--- config.mk ---
export PLATFORM = sky130hd
export DESIGN_NAME = cex_scanner_flat
export DESIGN_NICKNAME = d
export VERILOG_FILES = /design/src/rtl/cex_scanner_pkg.sv /design/src/rtl/cex_scanner_if.sv /design/src/rtl/cex_scanner.sv /design/src/flat_wrapper.sv
export SDC_FILE = /design/constraint.sdc
export NUM_CORES = 1
export LEC_CHECK = 0
export CORE_MARGIN = 8
export CORE_UTILIZATION = 37
export CTS_CLUSTER_SIZE = 30
export DETAILED_ROUTE_END_ITERATION = 7
export PLACE_DENSITY_LB_ADDON = 0.15
export SYNTH_ARGS = -nofsm -noshare
export SYNTH_HDL_FRONTEND = slang
export SYNTH_SLANG_ARGS = --single-unit
--- constraint.sdc ---
create_clock -name clk -period 3.4 [get_ports clk]
set_clock_uncertainty 0.15 [all_clocks]
set_input_delay 0.68 -clock clk [delete_from_list [all_inputs] [get_ports clk]]
set_output_delay 0.68 -clock clk [all_outputs]
set_load 0.01 [all_outputs]
--- src/rtl/cex_scanner_pkg.sv ---
// Shared definitions for the counterexample scanner: default assignment
// width and the controller state encoding.
package cex_scanner_pkg;

    // Number of checker input bits driven by the scanner.
    localparam int CEX_WIDTH = 31;

    // Controller states; the fourth encoding of the 2-bit field is illegal
    // and recovers to IDLE.
    typedef enum logic [1:0] {
        IDLE   = 2'd0,
        SCAN   = 2'd1,
        REPORT = 2'd2
    } state_e;

endpackage : cex_scanner_pkg

--- src/rtl/cex_scanner_if.sv ---
// Bundle of the scanner's control, checker and result signals. The slave
// modport is the scanner itself; the master modport is its environment
// (host issuing scans, external checker and result consumer).
interface cex_scanner_if
    import cex_scanner_pkg::*;
#(
    parameter int WIDTH = CEX_WIDTH
);

    // Scan control from the host.
    logic             start;
    logic             abort;
    logic [WIDTH-1:0] base;
    logic [WIDTH-1:0] limit;

    // Downstream combinational checker loop.
    logic [WIDTH-1:0] assign_o;
    logic             check_i;

    // Status and result handshake.
    logic             busy;
    logic             res_valid;
    logic             res_ready;
    logic             found;
    logic             aborted;
    logic [WIDTH-1:0] cex;
    logic [WIDTH:0]   evals;

    modport slave (
        input  start, abort, base, limit, check_i, res_ready,
        output assign_o, busy, res_valid, found, aborted, cex, evals
    );

    modport master (
        output start, abort, base, limit, check_i, res_ready,
        input  assign_o, busy, res_valid, found, aborted, cex, evals
    );

endinterface : cex_scanner_if

--- src/rtl/cex_scanner.sv ---
// Exhaustive counterexample scanner. Walks assignments base..limit
// (inclusive, wrapping modulo 2^WIDTH) through an external combinational
// checker, one per cycle, and reports the first falsifying assignment, an
// abort, or a clean pass together with the number of assignments evaluated.
// WIDTH must match the WIDTH of the connected interface instance.
module cex_scanner
    import cex_scanner_pkg::*;
#(
    parameter int WIDTH = CEX_WIDTH
) (
    input  logic          clk,
    input  logic          rst_n,
    cex_scanner_if.slave  bus
);

    state_e           state_q;
    logic [WIDTH-1:0] cur_q;
    logic [WIDTH-1:0] lim_q;
    logic [WIDTH:0]   evals_q;
    logic [WIDTH-1:0] cex_q;
    logic             found_q;
    logic             aborted_q;
    logic             busy_q;
    logic             res_valid_q;

    // Next assignment; all-ones rolls over to zero so wrapped ranges work.
    logic [WIDTH-1:0] cur_d;
    assign cur_d = cur_q + WIDTH'(1);

    // Controller and datapath: one registered FSM so every output is a flop.
    always_ff @(posedge clk or negedge rst_n) begin
        // NOTE: every register, datapath included, is cleared by reset because
        // the result ports must read zero while rst_n is low; there is no
        // memory array here that would make a full reset expensive.
        if (!rst_n) begin
            state_q     <= IDLE;
            cur_q       <= '0;
            lim_q       <= '0;
            evals_q     <= '0;
            cex_q       <= '0;
            found_q     <= 1'b0;
            aborted_q   <= 1'b0;
            busy_q      <= 1'b0;
            res_valid_q <= 1'b0;
        end else begin
            // NOTE: non-blocking assignments only, so every branch below reads
            // the pre-edge value of each register regardless of statement order.
            case (state_q)
                IDLE: begin
                    if (bus.start) begin
                        cur_q     <= bus.base;
                        lim_q     <= bus.limit;
                        evals_q   <= '0;
                        cex_q     <= '0;
                        found_q   <= 1'b0;
                        aborted_q <= 1'b0;
                        busy_q    <= 1'b1;
                        state_q   <= SCAN;
                    end
                end

                SCAN: begin
                    // The assignment on assign_o this cycle always counts,
                    // whatever the outcome.
                    evals_q <= evals_q + (WIDTH + 1)'(1);
                    if (!bus.check_i) begin
                        // A falsifier outranks a simultaneous abort.
                        cex_q       <= cur_q;
                        found_q     <= 1'b1;
                        res_valid_q <= 1'b1;
                        state_q     <= REPORT;
                    end else if (bus.abort) begin
                        aborted_q   <= 1'b1;
                        found_q     <= 1'b0;
                        res_valid_q <= 1'b1;
                        state_q     <= REPORT;
                    end else if (cur_q == lim_q) begin
                        found_q     <= 1'b0;
                        res_valid_q <= 1'b1;
                        state_q     <= REPORT;
                    end else begin
                        cur_q <= cur_d;
                    end
                end

                REPORT: begin
                    // Result registers are left untouched so they remain
                    // readable until the next accepted start.
                    if (bus.res_ready) begin
                        res_valid_q <= 1'b0;
                        busy_q      <= 1'b0;
                        state_q     <= IDLE;
                    end
                end

                default: begin
                    state_q     <= IDLE;
                    busy_q      <= 1'b0;
                    res_valid_q <= 1'b0;
                end
            endcase
        end
    end

    assign bus.assign_o  = cur_q;
    assign bus.busy      = busy_q;
    assign bus.res_valid = res_valid_q;
    assign bus.found     = found_q;
    assign bus.aborted   = aborted_q;
    assign bus.cex       = cex_q;
    assign bus.evals     = evals_q;

endmodule : cex_scanner

--- src/flat_wrapper.sv ---
// flat-port wrapper written by rule: the top's interface ports become plain ports
module cex_scanner_flat import cex_scanner_pkg::*;
#(
    parameter int WIDTH = CEX_WIDTH
)
  (clk, rst_n, bus_start, bus_abort, bus_base, bus_limit, bus_check_i, bus_res_ready, bus_assign_o, bus_busy, bus_res_valid, bus_found, bus_aborted, bus_cex, bus_evals);
  cex_scanner_if #(.WIDTH(WIDTH)) bus_i ();
  input  logic clk;
  input  logic rst_n;
  input wire logic [$bits(bus_i.start)-1:0] bus_start;
  input wire logic [$bits(bus_i.abort)-1:0] bus_abort;
  input wire logic [$bits(bus_i.base)-1:0] bus_base;
  input wire logic [$bits(bus_i.limit)-1:0] bus_limit;
  input wire logic [$bits(bus_i.check_i)-1:0] bus_check_i;
  input wire logic [$bits(bus_i.res_ready)-1:0] bus_res_ready;
  output wire logic [$bits(bus_i.assign_o)-1:0] bus_assign_o;
  output wire logic [$bits(bus_i.busy)-1:0] bus_busy;
  output wire logic [$bits(bus_i.res_valid)-1:0] bus_res_valid;
  output wire logic [$bits(bus_i.found)-1:0] bus_found;
  output wire logic [$bits(bus_i.aborted)-1:0] bus_aborted;
  output wire logic [$bits(bus_i.cex)-1:0] bus_cex;
  output wire logic [$bits(bus_i.evals)-1:0] bus_evals;
  assign bus_i.start = bus_start;
  assign bus_i.abort = bus_abort;
  assign bus_i.base = bus_base;
  assign bus_i.limit = bus_limit;
  assign bus_i.check_i = bus_check_i;
  assign bus_i.res_ready = bus_res_ready;
  assign bus_assign_o = bus_i.assign_o;
  assign bus_busy = bus_i.busy;
  assign bus_res_valid = bus_i.res_valid;
  assign bus_found = bus_i.found;
  assign bus_aborted = bus_i.aborted;
  assign bus_cex = bus_i.cex;
  assign bus_evals = bus_i.evals;
  cex_scanner #(.WIDTH(WIDTH)) u_core (.clk(clk), .rst_n(rst_n), .bus(bus_i));
endmodule
# Word-level counts from Yosys, hierarchy flattened
# Index checks and enable logic that the tools add are counted.
# word_totals
wordCells,66
inputBits,68
register_bits,131
output_inout_bits,98
# op_classes
bitwise_logic,2
addsub,2
n_eq_ne,11
muxes,31
n_reduce_logical,11
# op_table
operator,count
2-to-1 mux 31 bit,6
case mux 31 bit (2 select lines),2
case mux 32 bit (2 select lines),1
adder 32 x 1 -> 32 bit (second input constant),1
2-to-1 mux 32 bit,1
adder 31 x 1 -> 31 bit (second input constant),1
== test 31 bit,1
AND reduction 3 bit,5
!= test 2 bit (second input constant),7
2-to-1 mux 1 bit,11
2-to-1 mux 2 bit,5
case mux 1 bit (3 select lines),2
case mux 2 bit (3 select lines),1
AND reduction 5 bit,1
!= test 4 x 3 -> 1 bit (second input constant),1
case mux 1 bit (2 select lines),2
AND reduction 2 bit,2
AND reduction 4 bit,1
== test 2 x 1 -> 1 bit (second input constant),1
== test 2 bit (second input constant),1
logical NOT 2 bit,1
NOT 1 bit,2
nonzero test 2 bit,1

# Logic depth before layout (Yosys ltp)
# Gate-level depths: netlist of run 1.
# depth
ltp_word,5
mapped_depth,9
mapped_depth_nobuf,7

# Least setup slack after synthesis of run 1
# Ideal clock, no wire load.
# synth_path
path_kind,input to register
startpoint,input port bus_start
endpoint,"register u_core.evals_q[22], in the netlist u_core.bus.evals[22]"
cell_stages,6
setup_slack_ns,1.127
setup_ns,0.132
arrival_ns,1.991
path_buffers,0
required_ns,3.118
path_cell_list,o21bai_4 -> nor4_4 -> nand2_1 -> or4_1 -> xor2_1 -> nor2_1
# synth_via
elab_chain_len,2
# synth_lines
item,line,source
"start, declared",flat_wrapper.sv:10,input wire logic [$bits(bus_i.start)-1:0] bus_start;
!= test 2 bit (no line),--,
AND reduction 2 bit (no line),--,
"end signal, assigned",cex_scanner.sv:65,evals_q <= evals_q + (WIDTH + 1)'(1);
"end, declared",cex_scanner.sv:19,logic [WIDTH:0] evals_q;
# No other way between the ends.
# A chain may end at the register's enable or synchronous reset.

# Worst setup path after layout of run 1
# layout_path
startpoint,"register u_core.cur_q[25], in the netlist u_core.bus.assign_o[25]"
endpoint,"register u_core.cur_q[22], in the netlist u_core.bus.assign_o[22]"
# layout_via
elab_chain_len,3
# layout_lines
item,line,source
"start, declared",cex_scanner.sv:17,logic [WIDTH-1:0] cur_q;
"start signal, assigned",cex_scanner.sv:51,cur_q <= bus.base;
"start signal, assigned",cex_scanner.sv:82,cur_q <= cur_d;
== test 31 bit,cex_scanner.sv:77,end else if (cur_q == lim_q) begin
!= test 2 bit (no line),--,
AND reduction 5 bit (no line),--,
# No other way between the ends.

==> results of run 1 <==
[power by group through the flow]
stage	logic [uW]	registers, uW	clock network [uW]
after floorplan	2110	2670	0
after global placement	3960	2710	0
after detailed placement	3970	2710	0
after CTS	4010	2690	1860
after global routing	4380	2770	1930
final	3980	2700	1830
[synthesized netlist by cell type (2+ instances only)]
| library cell | number | area share, % |
|---|---|---|
| inv_1 | 9 | 0.51 |
| buf_1 | 9 | 0.51 |
| a211oi_1 | 3 | 0.34 |
| nor4_4 | 3 | 0.96 |
| nand3_1 | 27 | 2.0 |
| a22oi_1 | 3 | 0.34 |
| or3_1 | 11 | 1.0 |
| nand2_1 | 185 | 10 |
| xor2_1 | 42 | 5.5 |
| o22ai_1 | 10 | 0.94 |
| and3_1 | 9 | 0.85 |
| a21oi_1 | 29 | 2.2 |
| buf_2 | 13 | 0.98 |
| a311o_1 | 2 | 0.30 |
| ha_1 | 2 | 0.38 |
| clkbuf_1 | 27 | 1.5 |
| nor4_1 | 11 | 1.0 |
| a311oi_1 | 4 | 0.53 |
| a31oi_1 | 11 | 1.0 |
| o21ai_0 | 48 | 3.6 |
| or2_2 | 2 | 0.19 |
| xnor2_1 | 14 | 1.8 |
| o22a_1 | 9 | 1.2 |
| nand4_1 | 18 | 1.7 |
| mux2i_1 | 3 | 0.45 |
| and4_1 | 6 | 0.79 |
| nor3_1 | 12 | 0.90 |
| nor2_1 | 70 | 3.9 |
| nor2b_1 | 2 | 0.19 |
| dfrtp_1 | 131 | 49 |
| o21a_1 | 4 | 0.45 |
| and2_1 | 2 | 0.19 |
| o2bb2a_1 | 5 | 0.75 |
| a41oi_1 | 4 | 0.53 |
[per-stage QoR]
step	util (%)	cells
finish	52.1	1171
global placement	48.9	1139
detailed placement	48.9	1139
global route	52.1	1171
CTS	52.1	1171
floorplan	-	759
[logic make-up after synthesis]
logic type	after synthesis	synth area share, %
AO/OA/AOI/OAI	143	13.7
XOR/XNOR	56	7.37
adder cells (fa/ha/maj)	2	0.376
buffers and inverters	59	3.68
flip-flops	131	49.2
multiplexers	4	0.620
AND/OR/NAND/NOR	364	25.0
[layout by cell type (no fill, tap or decap), types with 4 or more instances in the layout]
master,synthesis,layout
a21oi_1,29,29
a311oi_1,4,4
a31oi_1,11,11
a41oi_1,4,4
and3_1,9,9
and4_1,6,6
buf_4,0,33
clkbuf_16,0,17
clkdlybuf4s50_1,0,164
clkinvlp_4,0,4
dfrtp_1,131,131
inv_1,9,9
nand2_1,185,185
nand3_1,27,27
nand4_1,18,18
nor2_1,70,67
nor3_1,12,12
nor4_1,11,11
o21a_1,4,4
o21ai_0,48,48
o22a_1,9,9
o22ai_1,10,10
o2bb2a_1,5,5
or3_1,11,11
xnor2_1,14,14
xor2_1,42,42
[worst register-to-register path: stages (launching register included)]
cell and delay, ps:
dfrtp_1 470, xor2_1 210, nor4_1 480, nand4_1 350, o21a_1 380, nor2_1 160, inv_1 170, a221oi_1 300
[worst max-delay path by stage]
stage                                                     end  cells after the start
after floorplan              u_core.bus.evals[22]$_DFFE_PN0P_                      6
after global placement       u_core.bus.evals[22]$_DFFE_PN0P_                      7
after detailed placement     u_core.bus.evals[26]$_DFFE_PN0P_                      6
after CTS                 u_core.bus.assign_o[22]$_DFFE_PN0P_                      7
after global routing      u_core.bus.assign_o[22]$_DFFE_PN0P_                      7
final                     u_core.bus.assign_o[22]$_DFFE_PN0P_                      7
[layout make-up]
type                    instances  area [um2]  share of cell area, %
repair buffers                201        1960                   21.1
inverters                       9        33.8                  0.363
well taps                     229         287                   3.08
clock buffers                  20         457                   4.91
flip-flops and latches        131        3280                   35.2
multi-input cells             569        3160                   33.9
clock inverters                12         131                   1.41
[routing by layer]
layer  wire length (um)  part of all wire [%]  global-route usage [%]  vias to the layer above
met1              10400                    47                    28.8                     2906
met3               1660                   7.6                    5.68                       29
met4                420                   1.9                    5.90                        0
met5                  0                     0                       0                        -
met2               9490                    43                    28.7                      220
li1                   -                     -                       -                     2961
[state kept, by name (all words and copies together), names as in the netlist]
| name | flops |
|---|---|
| u_core.bus.found | 1 |
| u_core.lim_q | 31 |
| u_core.state_q | 2 |
| u_core.bus.busy | 1 |
| u_core.bus.res_valid | 1 |
| u_core.bus.evals | 32 |
| u_core.bus.assign_o | 31 |
| u_core.bus.aborted | 1 |
| u_core.bus.cex | 31 |
==> impl_metrics.toml, run 1 <==
[setup_path]
arrival_ps = 2920
rr_startpoint = "u_core.bus.assign_o[25]$_DFFE_PN0P_"
reg2regPathDepth = 7
timing.critical_path.slowest_cell_delay_ps = 480
critPathBufInv = 1
critPathKind = "reg2reg"
r2r-end = "u_core.bus.assign_o[22]$_DFFE_PN0P_"
startpoint_type = "flop"
crit_path_max_fanout = 7
crit_chain = "xor2_1 > nor4_1 > nand4_1 > o21a_1 > nor2_1 > inv_1 > a221oi_1"
cpMaxStageDelayCell = "nor4_1"
worstSetupEndpointType = "flop"
required_ps = 3560
critical-path-top-delay-family = "simple AND/OR/NAND/NOR gates"
cp-startpoint = "u_core.bus.assign_o[25]$_DFFE_PN0P_"
r2r_setup_slack_ps = 640

[sta]
finalHoldWorstSlack_ps = 118
fin_ws_ps = 641
rsz0062_at_grt = "no"
period_share_pct = 81.1
relSlewSlack_pct = 53.8
tns_ps = 0
tightest_slew_ps = 693
finalSetupViolCount = 0
min_period_ps = 2760
hold_viol_final = 0
slew_viol_final = 0
fmax_ghz = 0.362

[cts]
cts-resized-gates = 0
htreeDepth = 4
cts_sinks = 131
cts_tree = "built"
cts_hold_buf = 0
cts_inserted_buffers = 17
cts_setup_buffers = 0
clkTransAtPathRegs_ps = 60
clk_latency_ps = 420
root_buffer = "clkbuf_16"
clk_path_buf_depth = 2

[synthesis]
ys_async_sr_fraction_pct = 100
synth-seq-area-share_pct = 49.2
ys_seq_elements = 131
postSynthCellCount = 759
syn-num-nets = 829
synth-edff-count = 0
ys_types = 53
syn_avg_cell_area_um2 = 8.77
ys_warn_count = 0
syn_area_um2 = 6660
ys.flop_type = "dfrtp_1"

[die]
core_um2 = 17800
die_y_um = 150
die_w_um = 150
die_area_um2 = 22500
initial_core_util_pct = 37.3
rows = 49
num_io_pins = 166

[min_path]
holdCritPathClass = "in2async"

[power_and_ir_drop]
p_seq_share_pct = 31.7
switching_share_pct = 41.9
power_switching_uw = 3570
clkPwrFrac_pct = 21.5
combPwrFrac_pct = 46.8
p_int_uw = 4940
p_leak_uw = 0.00394
power.density_nw_per_um2 = 915
fin_total_pwr_uw = 8510
peakVddDrop_uv = 590

[placement]
globalplace.congestion = 0.824
hpwl_um = 15800
placed_cell_area_um2 = 8720
place.port_buffers = 165
pre_cts_ws_ps = 418

[grt]
grtUsageTotal_pct = 20.1
overflow = 0
grt_pass1_vias = 6105
antenna_found_initial = 0
grt_max_degree = 70
grt_pass1_wl_um = 34900

[drt]
dr.pass1.iters = 6
drt_iter0_drc = 494
route.detailed.drc = 0
vias = 6116
ant_nets = 0
routed_wl_um = 21900
routed_via_density = 5.22
avgRoutedWirePerCell_um = 18.7

[final_layout]
fillers = 1679
diodes = 0
nets = 999
final_cell_area_um2 = 9300
area_delta_synth_final_pct = 39.7
drive_gt1_share_pct = 8.60

[run_status]
status = "finished clean"

[flow_run]
maxCapViolCount = 0
Power figures use the tool's default switching activity.
==> inputs of run 2 (changes only) <==
==> constraint.sdc (replaced) <==
create_clock -name clk -period 2.5 [get_ports clk]
set_clock_uncertainty 0.15 [all_clocks]
set_input_delay 0.5 -clock clk [delete_from_list [all_inputs] [get_ports clk]]
set_output_delay 0.5 -clock clk [all_outputs]
set_load 0.01 [all_outputs]
==> impl_metrics.toml, run 2 (same netlist as run 1, synthesis figures left out) <==
[run_status]
status = "finished clean"

[grt]
grt_pass1_wl_um = 35200
grt_max_degree = 50
overflow = 0
grtUsageTotal_pct = 20.2
grt_pass1_vias = 6210
antenna_found_initial = 0

[die]
initial_core_util_pct = 37.3
die_y_um = 150
rows = 49
die_area_um2 = 22500
die_w_um = 150
core_um2 = 17800
num_io_pins = 166

[cts]
cts_tree = "built"
cts_setup_buffers = 0
htreeDepth = 4
clk_latency_ps = 420
root_buffer = "clkbuf_16"
clk_path_buf_depth = 2
cts_sinks = 131
clkTransAtPathRegs_ps = 60
cts_inserted_buffers = 17

[final_layout]
drive_gt1_share_pct = 12.8
largest_reg_flops = 32
final_cell_mix = "nand2_1 (185), clkdlybuf4s50_1 (164), dfrtp_1 (131)"
diodes = 0
final_cell_area_um2 = 9730
nets = 1046
layout_commonest_cell = "nand2_1"
area_delta_synth_final_pct = 46.1
final_util_pct = 54.5

[power_and_ir_drop]
peakVddDrop_uv = 723
power.density_nw_per_um2 = 1240
p_leak_uw = 0.00420

[setup_path]
cpMaxStageDelayCell = "dfrtp_1"
arrival_ps = 2590
cp_common_cell = "buf_4"
critPathBufInv = 2
timing.critical_path.slowest_cell_delay_ps = 440
crit_path_max_fanout = 10
crit_chain = "xor2_1 > nor4_1 > buf_4 > nand4_1 > buf_4 > o21a_1 > or2b_1 > o21ai_0"
required_ps = 2680
critPathKind = "reg2reg"
critical-path-top-delay-family = "simple AND/OR/NAND/NOR gates"
startpoint_type = "flop"
worstSetupEndpointType = "flop"

[sta]
slew_viol_final = 0
tns_ps = 0
period_share_pct = 96.3
min_period_ps = 2410
tightest_slew_ps = 509
relSlewSlack_pct = 66.0
finalSetupViolCount = 0
rsz0062_at_grt = "no"
hold_viol_final = 0
fmax_ghz = 0.416

[placement]
placed_cell_area_um2 = 9100
globalplace.congestion = 0.842
place.port_buffers = 165
hpwl_um = 16500

[drt]
route.detailed.drc = 0
avgRoutedWirePerCell_um = 18.3
routed_wl_um = 22300
drt_iter0_drc = 382
dr.pass1.iters = 7
routed_via_density = 5.11
ant_nets = 0
vias = 6220

[flow_run]
maxCapViolCount = 0

[min_path]
holdCritPathClass = "reg2reg"
run 2: cell types whose count changed in the layout (fill, tap and decap cells not counted), sizes merged:
cell,delta
buf,+46
clkinv,-1
clkinvlp,-3
inv,-1
clkbuf,+3
bufinv,+1
dlygate4sd3,+1
run 2: through the flow:
| step | instances | power, uW | hold WS, ps | setup WS, ps |
|---|---|---|---|---|
| after floorplan | 759 | 6510 | 54.4 | 244 |
| after global placement | 1185 | 9410 | 313 | -31.4 |
| after detailed placement | 1185 | 9440 | 321 | -55.8 |
| after CTS | 1217 | 12100 | 334 | 63.5 |
| after global routing | 1217 | 12800 | 349 | 5.30 |
| final | 1217 | 12100 | 326 | 93.5 |
run 2: per-layer routing:
metal,part of all wire (%),vias up,wire length [um],global-route usage (%)
li1,-,3058,-,-
met1,48,2945,10600,28.2
met2,45,194,9940,30.4
met3,6.3,23,1410,5.29
met4,1.5,0,335,5.70
met5,0,-,0,0
run 2: report_power, final:
group          total (uW)  switching [uW]  internal (uW)  leakage [uW]
Sequential           3530             658           2870       0.00166
Combinational        5920            3290           2630       0.00224
Clock                2610             938           1670      0.000299
Total               12100            4880           7170       0.00420
run 2: final timing paths:
check / endpoint / startpoint / depth (start not counted) / slack [ps]
worst min register to register: u_core.bus.cex[23]$_DFFE_PN0P_ / u_core.bus.cex[23]$_DFFE_PN0P_ / 2 / 330
min in group asynchronous: u_core.bus.cex[6]$_DFFE_PN0P_ / rst_n / 2 / 440
max in group asynchronous: u_core.lim_q[18]$_DFFE_PN0P_ / rst_n / 3 / 1100
worst max-delay path: u_core.state_q[1]$_DFFE_PN0P_ / u_core.bus.assign_o[3]$_DFFE_PN0P_ / 8 / 90
worst max register to register: u_core.state_q[1]$_DFFE_PN0P_ / u_core.bus.assign_o[3]$_DFFE_PN0P_ / 8 / 90
worst min-delay path: u_core.bus.cex[23]$_DFFE_PN0P_ / u_core.bus.cex[23]$_DFFE_PN0P_ / 2 / 330
run 2: timing repair:
action / CTS / global route
setup endpoints to repair: 0 / 1
gates resized for setup: 0 / 1
hold endpoints to repair: 45 / 0
hold buffers: 1 / 0
run 2: tightest hold or removal path: stages (launching register included):
cell,delay [ps]
dfrtp_1,330
nand2_1,40
o21ai_0,60
run 2: cell type report:
class                   instances  area (um2)
well taps                     229         287
clock inverters                 8         125
repair buffers                248        2350
multi-input cells             569        3160
flip-flops and latches        131        3280
fillers                      1646        8110
clock buffers                  23         488
inverters                       9        33.8
